==> src/rtl/imem_loader.sv <==
// imem_loader: boot-time loader that turns a valid/ready byte stream into
// 16-bit instruction words and writes them to instruction memory from
// address 0. The CPU is held (cpu_run low) until the image is complete.
// Stream: length N (high byte first), N words (high byte first), then an
// optional checksum byte when IMEM_LOADER_CHECKSUM_EN is defined.
module imem_loader #(
  parameter int IW     = 16,
  parameter int ADDR_W = 8
) (
  input  logic              clk,
  input  logic              rst,
  input  logic [7:0]        in_data,
  input  logic              in_valid,
  output logic              in_ready,
  input  logic              reload,
  output logic              im_wen,
  output logic [ADDR_W-1:0] im_addr,
  output logic [IW-1:0]     im_wdata,
  output logic              cpu_run,
  output logic              done,
  output logic              err,
  output logic [15:0]       word_cnt
);

`ifdef IMEM_LOADER_CHECKSUM_EN
  typedef enum logic [2:0] {LEN_HI, LEN_LO, W_HI, W_LO, CHK, DONE, ERROR} state_t;
  localparam state_t END_ST = CHK;
`else
  typedef enum logic [2:0] {LEN_HI, LEN_LO, W_HI, W_LO, DONE, ERROR} state_t;
  localparam state_t END_ST = DONE;
`endif

  // Largest legal image: exactly fills the memory, no wrap.
  localparam logic [16:0] MAX_WORDS = 17'd1 << ADDR_W;

  state_t state_q, state_d;

  logic [15:0]       len_q, len_d;
  logic [7:0]        hi_q, hi_d;
  logic [15:0]       cnt_d;
  logic              wen_d;
  logic [ADDR_W-1:0] addr_d;
  logic [IW-1:0]     wdata_d;
  logic              accept;
  logic              receiving;
  logic [15:0]       len_word;
  logic              last_word;

`ifdef IMEM_LOADER_CHECKSUM_EN
  logic [7:0]        chk_q, chk_d;
`endif

  assign receiving = (state_q != DONE) && (state_q != ERROR);
  assign in_ready  = rst && receiving;
  assign accept    = in_valid && in_ready;
  assign len_word  = {len_q[15:8], in_data};
  assign last_word = ((word_cnt + 16'd1) == len_q);

  // Next-state and next-register values; every byte moves the FSM on accept only.
  always_comb begin
    state_d = state_q;
    len_d   = len_q;
    hi_d    = hi_q;
    cnt_d   = word_cnt;
    wen_d   = 1'b0;
    addr_d  = im_addr;
    wdata_d = im_wdata;
`ifdef IMEM_LOADER_CHECKSUM_EN
    chk_d   = chk_q;
    if (accept && (state_q != CHK)) begin
      chk_d = chk_q ^ in_data;
    end
`endif
    case (state_q)
      LEN_HI: begin
        if (accept) begin
          len_d   = {in_data, 8'h00};
          state_d = LEN_LO;
        end
      end
      LEN_LO: begin
        if (accept) begin
          len_d = len_word;
          if ({1'b0, len_word} > MAX_WORDS) begin
            state_d = ERROR;
          end else if (len_word == 16'd0) begin
            state_d = END_ST;
          end else begin
            state_d = W_HI;
          end
        end
      end
      W_HI: begin
        if (accept) begin
          hi_d    = in_data;
          state_d = W_LO;
        end
      end
      W_LO: begin
        if (accept) begin
          wen_d   = 1'b1;
          addr_d  = word_cnt[ADDR_W-1:0];
          wdata_d = IW'({hi_q, in_data});
          cnt_d   = word_cnt + 16'd1;
          state_d = last_word ? END_ST : W_HI;
        end
      end
`ifdef IMEM_LOADER_CHECKSUM_EN
      CHK: begin
        if (accept) begin
          state_d = ((chk_q ^ in_data) == 8'h00) ? DONE : ERROR;
        end
      end
`endif
      DONE, ERROR: begin
        if (reload) begin
          state_d = LEN_HI;
          cnt_d   = 16'd0;
`ifdef IMEM_LOADER_CHECKSUM_EN
          chk_d   = 8'h00;
`endif
        end
      end
      default: begin
        state_d = LEN_HI;
      end
    endcase
  end

  // State and registered outputs; status flags follow the state being entered.
  always_ff @(posedge clk) begin
    if (!rst) begin
      state_q  <= LEN_HI;
      len_q    <= 16'd0;
      hi_q     <= 8'h00;
      word_cnt <= 16'd0;
      im_wen   <= 1'b0;
      im_addr  <= '0;
      im_wdata <= '0;
      cpu_run  <= 1'b0;
      done     <= 1'b0;
      err      <= 1'b0;
    end else begin
      state_q  <= state_d;
      len_q    <= len_d;
      hi_q     <= hi_d;
      word_cnt <= cnt_d;
      im_wen   <= wen_d;
      im_addr  <= addr_d;
      im_wdata <= wdata_d;
      cpu_run  <= (state_d == DONE);
      done     <= (state_d == DONE);
      err      <= (state_d == ERROR);
    end
  end

`ifdef IMEM_LOADER_CHECKSUM_EN
  // Running XOR of every image byte, cleared on reset and on reload.
  always_ff @(posedge clk) begin
    if (!rst) begin
      chk_q <= 8'h00;
    end else begin
      chk_q <= chk_d;
    end
  end
`endif

endmodule

==> config.mk <==
export PLATFORM = sky130hd
export DESIGN_NAME = imem_loader
export DESIGN_NICKNAME = d
export VERILOG_FILES = /design/src/rtl/imem_loader.sv
export SDC_FILE = /design/constraint.sdc
export NUM_CORES = 1
export LEC_CHECK = 0
export ABC_AREA = 1
export CAP_MARGIN = 20
export CORE_MARGIN = 8
export CORE_UTILIZATION = 50
export DETAILED_ROUTE_END_ITERATION = 8
export GPL_ROUTABILITY_DRIVEN = 1
export PLACE_DENSITY = 0.76
export SLEW_MARGIN = 20
export SYNTH_ARGS = -nofsm -noshare
export SYNTH_HDL_FRONTEND = slang
export SYNTH_SLANG_ARGS = --single-unit
export TNS_END_PERCENT = 20
==> constraint.sdc <==
create_clock -name clk -period 5.1 [get_ports clk]
set_input_delay 0.51 -clock clk [delete_from_list [all_inputs] [get_ports clk]]
set_output_delay 0.51 -clock clk [all_outputs]
set_load 0.01 [all_outputs]
; ---- Yosys cells after proc, flatten, opt, wreduce, memory -nomap -nowiden
; Cells that the tools add are included.
[classes]
addsub = 1
n_lt_le_gt_ge = 1
eq_ne = 14
muxes = 16
bitwise_logic = 1
reduce_logical = 14
[ops]
columns = op, count
row1 = $pmux 16 s2, 2
row2 = $mux 16, 3
row3 = $mux 3, 8
row4 = $add 16x1->16 const B, 1
row5 = $eq 16x16->1, 1
row6 = $gt 16x9->1 const B, 1
row7 = $logic_not 16->1, 1
row8 = $pmux 3 s5, 1
row9 = $eq 3x3->1 const B, 4
row10 = $reduce_and 3->1, 3
row11 = $mux 8, 1
row12 = $ne 2x2->1 const B, 4
row13 = $eq 3x2->1 const B, 2
row14 = $ne 3x3->1 const B, 2
row15 = $reduce_and 2->1, 3
row16 = $reduce_bool 2->1, 2
row17 = $eq 3x1->1 const B, 1
row18 = $logic_and 1x1->1, 3
row19 = $logic_not 3->1, 1
row20 = $reduce_or 2->1, 1
row21 = $mux 1, 1
row22 = $not 1->1, 1
[word_totals]
reg_bits = 70
in_bits = 12
output_inout_bits = 45
elab_cells = 57

; ---- Depth between registers and ports, before layout
; Gate-level depths: netlist (run 1).
[logic_depth]
word_depth = 7
ltp_mapped = 15

; ---- Worst setup path before layout (run 1)
; Ideal clock, no wire load.
[synth_timing]
path_type = register -> register
start = reg word_cnt[0]
end = reg done
setup_time_ns = 0.062
t_arrival_ns = 1.752
path_slack_ns = 3.286
stages_incl_launch_ff = 14
path_buffers = 0
cell_sequence = dfxtp_1 ha_1 nand2_1 nor2_4 nand3_1 nand3_1 nand2_1 nor2_1 nand3_1 nor2_2 nand3_1 nand2_1 nand2_2 nor2_2
[synth_between]
elab_chain_len = 6
[synth_lines]
columns = element, line_no
row1 = start: declaration, 22  ; output logic [15:0] word_cnt
row2 = start signal: assignment, 147  ; word_cnt <= cnt_d;
row3 = $add 16x1->16, 57  ; assign last_word = ((word_cnt + 16'd1) == len_q);
row4 = $eq 16x16->1, 57
row5 = $mux 3, 105  ; state_d = last_word ? END_ST : W_HI;
row6 = $mux 3, 100  ; if (accept) begin
row7 = $pmux 3 s5, 74  ; case (state_q)
row8 = $eq 3x3->1, 152  ; done <= (state_d == DONE);
row9 = end signal: assignment, 152
row10 = end: declaration, 20  ; output logic done,
; Every way passes these cells.
; A chain may end at the register's enable or synchronous reset.

; ---- Worst setup path after layout (run 1)
[layout_timing]
start = in rst
end = reg word_cnt[12]
[layout_between]
elab_chain_len = 4
[layout_lines]
columns = element, line_no
row1 = start: declaration, 11  ; input logic rst,
row2 = $logic_and 1x1->1, 54  ; assign in_ready = rst && receiving;
row3 = $logic_and 1x1->1, 55  ; assign accept = in_valid && in_ready;
row4 = $ne 2x2->1 (no line), --
row5 = $reduce_and 3->1 (no line), --
; Parallel ways exist; a longest one is shown, timed or not.

==> impl_metrics.ini, run 1 <==
[outcome]
status = complete, no violations

[synth]
ys_seq_area_share_pct = 42.26
ys_ff_latch = 70
ys_warn_count = 0
syn-cell-area_sq_mm = 0.003316
synth_async_sr_flop_share_pct = 0
synth_top_cell_area_share_pct = 42.26
syn_inst = 487
synth_ff_type = dfxtp_1
yosys.area.top_type = dfxtp_1
syn_area_per_cell_sq_um = 6.808
synth.distinct_cells = 28
synth_common_cells = nand2_1 (111), nor2_1 (78), dfxtp_1 (70), o21ai_0 (44), a21oi_1 (43)
synthTopCellsByArea = dfxtp_1 (42%), nand2_1 (13%), nor2_1 (8.8%), o21ai_0 (6.6%), a21oi_1 (6.5%)
synth_edf_count = 0
synth_nets = 500
synth.most_common_cell = nand2_1

[finish]
instances_no_fill = 621
antenna_cells = 0
final_area_sq_mm = 0.004069
seq_area_sq_mm = 0.001401
fillers = 597
drive_above_1_share_pct = 6.801
nets = 552
multi_input_area_sq_mm = 0.001667
syn_to_final_growth_pct = 22.72

[detailed_routing]
drt_iter0_drc = 206
firstDrtPassIters = 4
vias_per_cell = 5.391
vias = 3348
drc_errors = 0
ant_nets = 0
wirelength_um = 8807
wl_per_cell_um = 14.18

[power]
power_switching_uw = 276.2
seq_power_share_pct = 53.5
clkPwrFrac_pct = 38.6
p_leak_uw = 0.001527
ir_worst_vdd_mv = 0.1548
p_comb_share_pct = 7.9
swShare_pct = 26.23
p_total_uw = 1053
p_int_uw = 776.7
pwr_density_cell_mw_per_mm2 = 258.8

[clock_network]
postCtsHoldBufs = 0
post_cts_buffers = 0
ctsHtreeMaxLevel = 3
ctsLongestPathBuffers = 2
insertion_delay_ps = 350
cts_tree = yes
numCtsBuffers = 9
cts-resized-gates = 0
clock-root-buffer = clkbuf_8
clock-sinks = 70
clkTransAtPathRegs_ps = 80

[place]
gp_congestion = 0.9644
placed_cell_area_sq_mm = 0.003894
portBuffers = 56
dp_cells = 605
dp_hpwl_um = 6314

[sta]
drv_slew = 0
slew_headroom_pct = 45.62
hold_viol = 0
worst-slew-pin-transition_ps = 814.6
fin_crit_sh_pct = 61.37
finalSetupViolCount = 0
fin_skew_ps = 5.615
whs_ps = 486.5
max_freq_mhz = 319.5
rsz0062_at_grt = false
period_needed_ps = 3130
tns_ps = 0

[die]
die-height_um = 97.44
die_area_sq_mm = 0.009494
die_w_um = 97.44
initial_core_util_pct = 51.92
core.rowCount = 29
io_pins = 57
core_area_sq_mm = 0.006386

[grt]
grt_max_degree = 48
met1_usage_pct = 22.50
busiest_layer = met2
grt_first_pass_wirelength_um = 15170
grt_use_total_pct = 18.81
antenna_found_initial = 0
gr-usage-met2_pct = 30.73
gr-total-overflow = 0
use_met3_pct = 4.552
grt_pass1_vias = 3295

[critical_path]
crit_path_start_kind = primary input
crit_path_max_fanout = 47
r2r_slack_ps = 2300
cp-end-kind = flop
required_ps = 5380
cp.arrival_ps = 3410
path_class = primary input to flop

[flow_run]
drv_cap = 0

[hold_path]
hold_path_class = flop to flop
area by class of cell:
class | instances | share of cell area, %
clock inverter | 5 | 0.8303
inverter | 43 | 3.967
multi-input combinational | 358 | 40.96
tap | 77 | 2.368
clock buffer | 11 | 3.475
timing repair buffer | 57 | 13.96
sequential | 70 | 34.44
placed cells by master, fill, tap and decap left out, types with 2 or more instances in the layout:
master,instances
o21ai_0,44
clkbuf_8,10
nand3_1,42
nand2_2,3
nand3b_1,4
nor2_4,6
clkinvlp_4,2
dfxtp_1,70
clkinv_2,2
nand4_1,5
nor2_2,6
nor2_1,78
nor3_1,7
inv_1,39
a21oi_1,43
nand2_1,111
inv_2,3
clkdlybuf4s50_1,56
power groups by stage:
stage / logic, uW / registers (uW) / clock network [uW]
final: 83.6 / 563 / 406
after global routing: 94.4 / 564 / 436
after CTS: 83.2 / 563 / 413
after detailed placement: 82.5 / 576 / 0
after global placement: 81.4 / 575 / 0
after floorplan: 54.2 / 574 / 0
layer usage:
| layer | routed length, um | part of all wire, % | vias up |
|---|---|---|---|
| li1 | - | - | 1681 |
| met1 | 4048 | 46 | 1549 |
| met2 | 4009 | 46 | 99 |
| met3 | 551 | 6.3 | 19 |
| met4 | 197 | 2.2 | 0 |
| met5 | 0 | 0 | - |
critical path: stages:
cell and delay (ps):
clkdlybuf4s50_1 430, inv_2 400, nor2_4 80, nand2_2 140, inv_2 80, nand2_1 460, inv_2 500, o21ai_4 530
nand2_1 110, a21oi_1 140
kinds of logic after synthesis:
kind of cell               share of synthesized area, %
and+or+nand+nor                                   35.09
AOI/OAI and AO/OA                                 14.26
DFF                                               42.26
buffers and inverters                             7.471
xor gates and xnor gates                         0.5284
adders and majority gates                        0.3773
metrics by stage:
step | worst slack [ps] | utilization [%]
after floorplan | 3286 | -
after global placement | 1772 | 60.97
after detailed placement | 1636 | 60.97
after CTS | 1991 | 63.71
after global routing | 1609 | 63.71
final | 1970 | 63.71
sequential cells by signal, summed over array words and instances, names as in the netlist:
register / flops
im_addr: 8
len_q: 16
done: 1
im_wdata: 16
state_q: 3
hi_q: 8
err: 1
im_wen: 1
word_cnt: 16
path summary, 6_finish.rpt:
check	depth (start not counted)	endpoint	startpoint
hold / removal	2	im_wdata[11]	im_wdata[11]
hold reg to reg	2	im_wdata[11]	im_wdata[11]
setup / recovery	10	word_cnt[12]	rst
setup reg to reg	10	word_cnt[12]	state_q[2]
Power figures use the tool's default switching activity.
==> inputs of run 2 (changes only) <==
==> constraint.sdc (replaced) <==
create_clock -name clk -period 3.1 [get_ports clk]
set_input_delay 0.31 -clock clk [delete_from_list [all_inputs] [get_ports clk]]
set_output_delay 0.31 -clock clk [all_outputs]
set_load 0.01 [all_outputs]
==> impl_metrics.ini, run 2 (same netlist as run 1, synthesis figures left out) <==
[outcome]
status = complete, no violations

[clock_network]
cts-resized-gates = 0
clock-root-buffer = clkbuf_8
postCtsHoldBufs = 0
clkTransAtPathRegs_ps = 80
cts_tree = yes
ctsLongestPathBuffers = 2
ctsHtreeMaxLevel = 3
insertion_delay_ps = 340
numCtsBuffers = 9
clock-sinks = 70
post_cts_buffers = 0

[place]
dp_hpwl_um = 6251
placed_cell_area_sq_mm = 0.003916
gp_congestion = 0.9110
portBuffers = 56

[detailed_routing]
drc_errors = 0
vias_per_cell = 5.224
firstDrtPassIters = 4
top_layer = met4
wirelength_um = 8610
wl_met3_um = 555
wl_per_cell_um = 13.80
wl_met2_um = 3949
drt_iter0_drc = 149
ant_nets = 0
vias = 3260
drt-met1-wl_um = 4028

[power]
p_leak_uw = 0.001545
ir_worst_vdd_mv = 0.2852
pwr_density_cell_mw_per_mm2 = 436.7

[grt]
grt_max_degree = 42
grt_first_pass_wirelength_um = 14550
grt_pass1_vias = 3054
gr-total-overflow = 0
grt_use_total_pct = 18.25
antenna_found_initial = 0

[finish]
reg.largest.list = im_wdata: 16 flops, len_q: 16 flops, word_cnt: 16 flops
nets = 555
antenna_cells = 0
fillers = 593
drive_above_1_share_pct = 7.130
syn_to_final_growth_pct = 23.85
fin_util_pct = 64.30
seq_area_sq_mm = 0.001401
mostFrequentLayoutCells = nand2_1 (111), nor2_1 (78), dfxtp_1 (70), clkdlybuf4s50_1 (56), o21ai_0 (44)
multi_input_area_sq_mm = 0.001667
final_area_sq_mm = 0.004106
layout.cells.most_common = nand2_1

[sta]
hold_viol = 0
fin_skew_ps = 7.108
whs_ps = 482.3
period_needed_ps = 2283
drv_slew = 0
fin_crit_sh_pct = 73.63
max_freq_mhz = 438.1
finalSetupViolCount = 0
worst-slew-pin-transition_ps = 493.1
rsz0062_at_grt = false
tns_ps = 0
slew_headroom_pct = 67.00

[die]
initial_core_util_pct = 51.92
core_area_sq_mm = 0.006386
die_area_sq_mm = 0.009494
core.rowCount = 29
io_pins = 57
die-height_um = 97.44
die_w_um = 97.44

[critical_path]
path_cells = inv_1, nor2_4, nor2_4, nand2_2, inv_2, nand2_1, buf_4, inv_2, o21ai_4, nand2_1, a21oi_1
crit_path_start_kind = flop
cp_top_family = buffers and inverters
cp-end-kind = flop
cp_slowest_cell = o21ai_4
path_class = flop to flop
worst-path-buf-inv = 4
required_ps = 3370
cp.arrival_ps = 2550
cp_slowest_stage_delay_ps = 480
crit_path_max_fanout = 29

[hold_path]
hold_path_class = flop to flop

[flow_run]
drv_cap = 0
-- run 2: cell types whose count changed in the layout (fill, tap and decap cells not counted), sizes merged --
cell	previous run	this run
clkinv	3	2
buf	1	4
bufinv	0	1
-- run 2: cell type report --
type / instances / area share, %
inverters: 43 / 3.931
well taps: 77 / 2.346
clock inverters: 5 / 1.432
multi-input cells: 358 / 40.59
flip-flops and latches: 70 / 34.13
clock buffers: 11 / 3.199
repair buffers: 60 / 14.38
-- run 2: final timing paths --
| check | from | end | slack (ps) | depth (start not counted) |
|---|---|---|---|---|
| min reg2reg | im_wdata[3] | im_wdata[3] | 480 | 2 |
| max | state_q[2] | word_cnt[5] | 820 | 11 |
| max reg2reg | state_q[2] | word_cnt[5] | 820 | 11 |
| min | im_wdata[3] | im_wdata[3] | 480 | 2 |
-- run 2: tightest hold or removal path, stage by stage (launching register included) --
cell and delay, ps:
dfxtp_1 330, nor2_1 50, nor2_1 80
-- run 2: through the flow --
step | power, uW | cells | setup slack, ps
6_report | 1793 | 624 | 817.5
5_1_grt | 1865 | 624 | 645.9
4_1_cts | 1806 | 624 | 821.3
3_5_place_dp | 1084 | 608 | 608.2
3_3_place_gp | 1083 | 608 | 702.4
2_1_floorplan | 1034 | 487 | 1286
-- run 2: power breakdown --
part | switching [uW] | total, uW | internal (uW)
Sequential | 11.4 | 926 | 915
Combinational | 86.3 | 138 | 51.6
Clock | 355 | 729 | 374
Total | 453 | 1790 | 1340
-- run 2: per-layer routing --
metal / global-route usage [%] / up-vias
met4: 7.809 / 0
met1: 23.03 / 1453
met5: 0 / -
met3: 4.267 / 6
met2: 28.92 / 106
li1: - / 1695
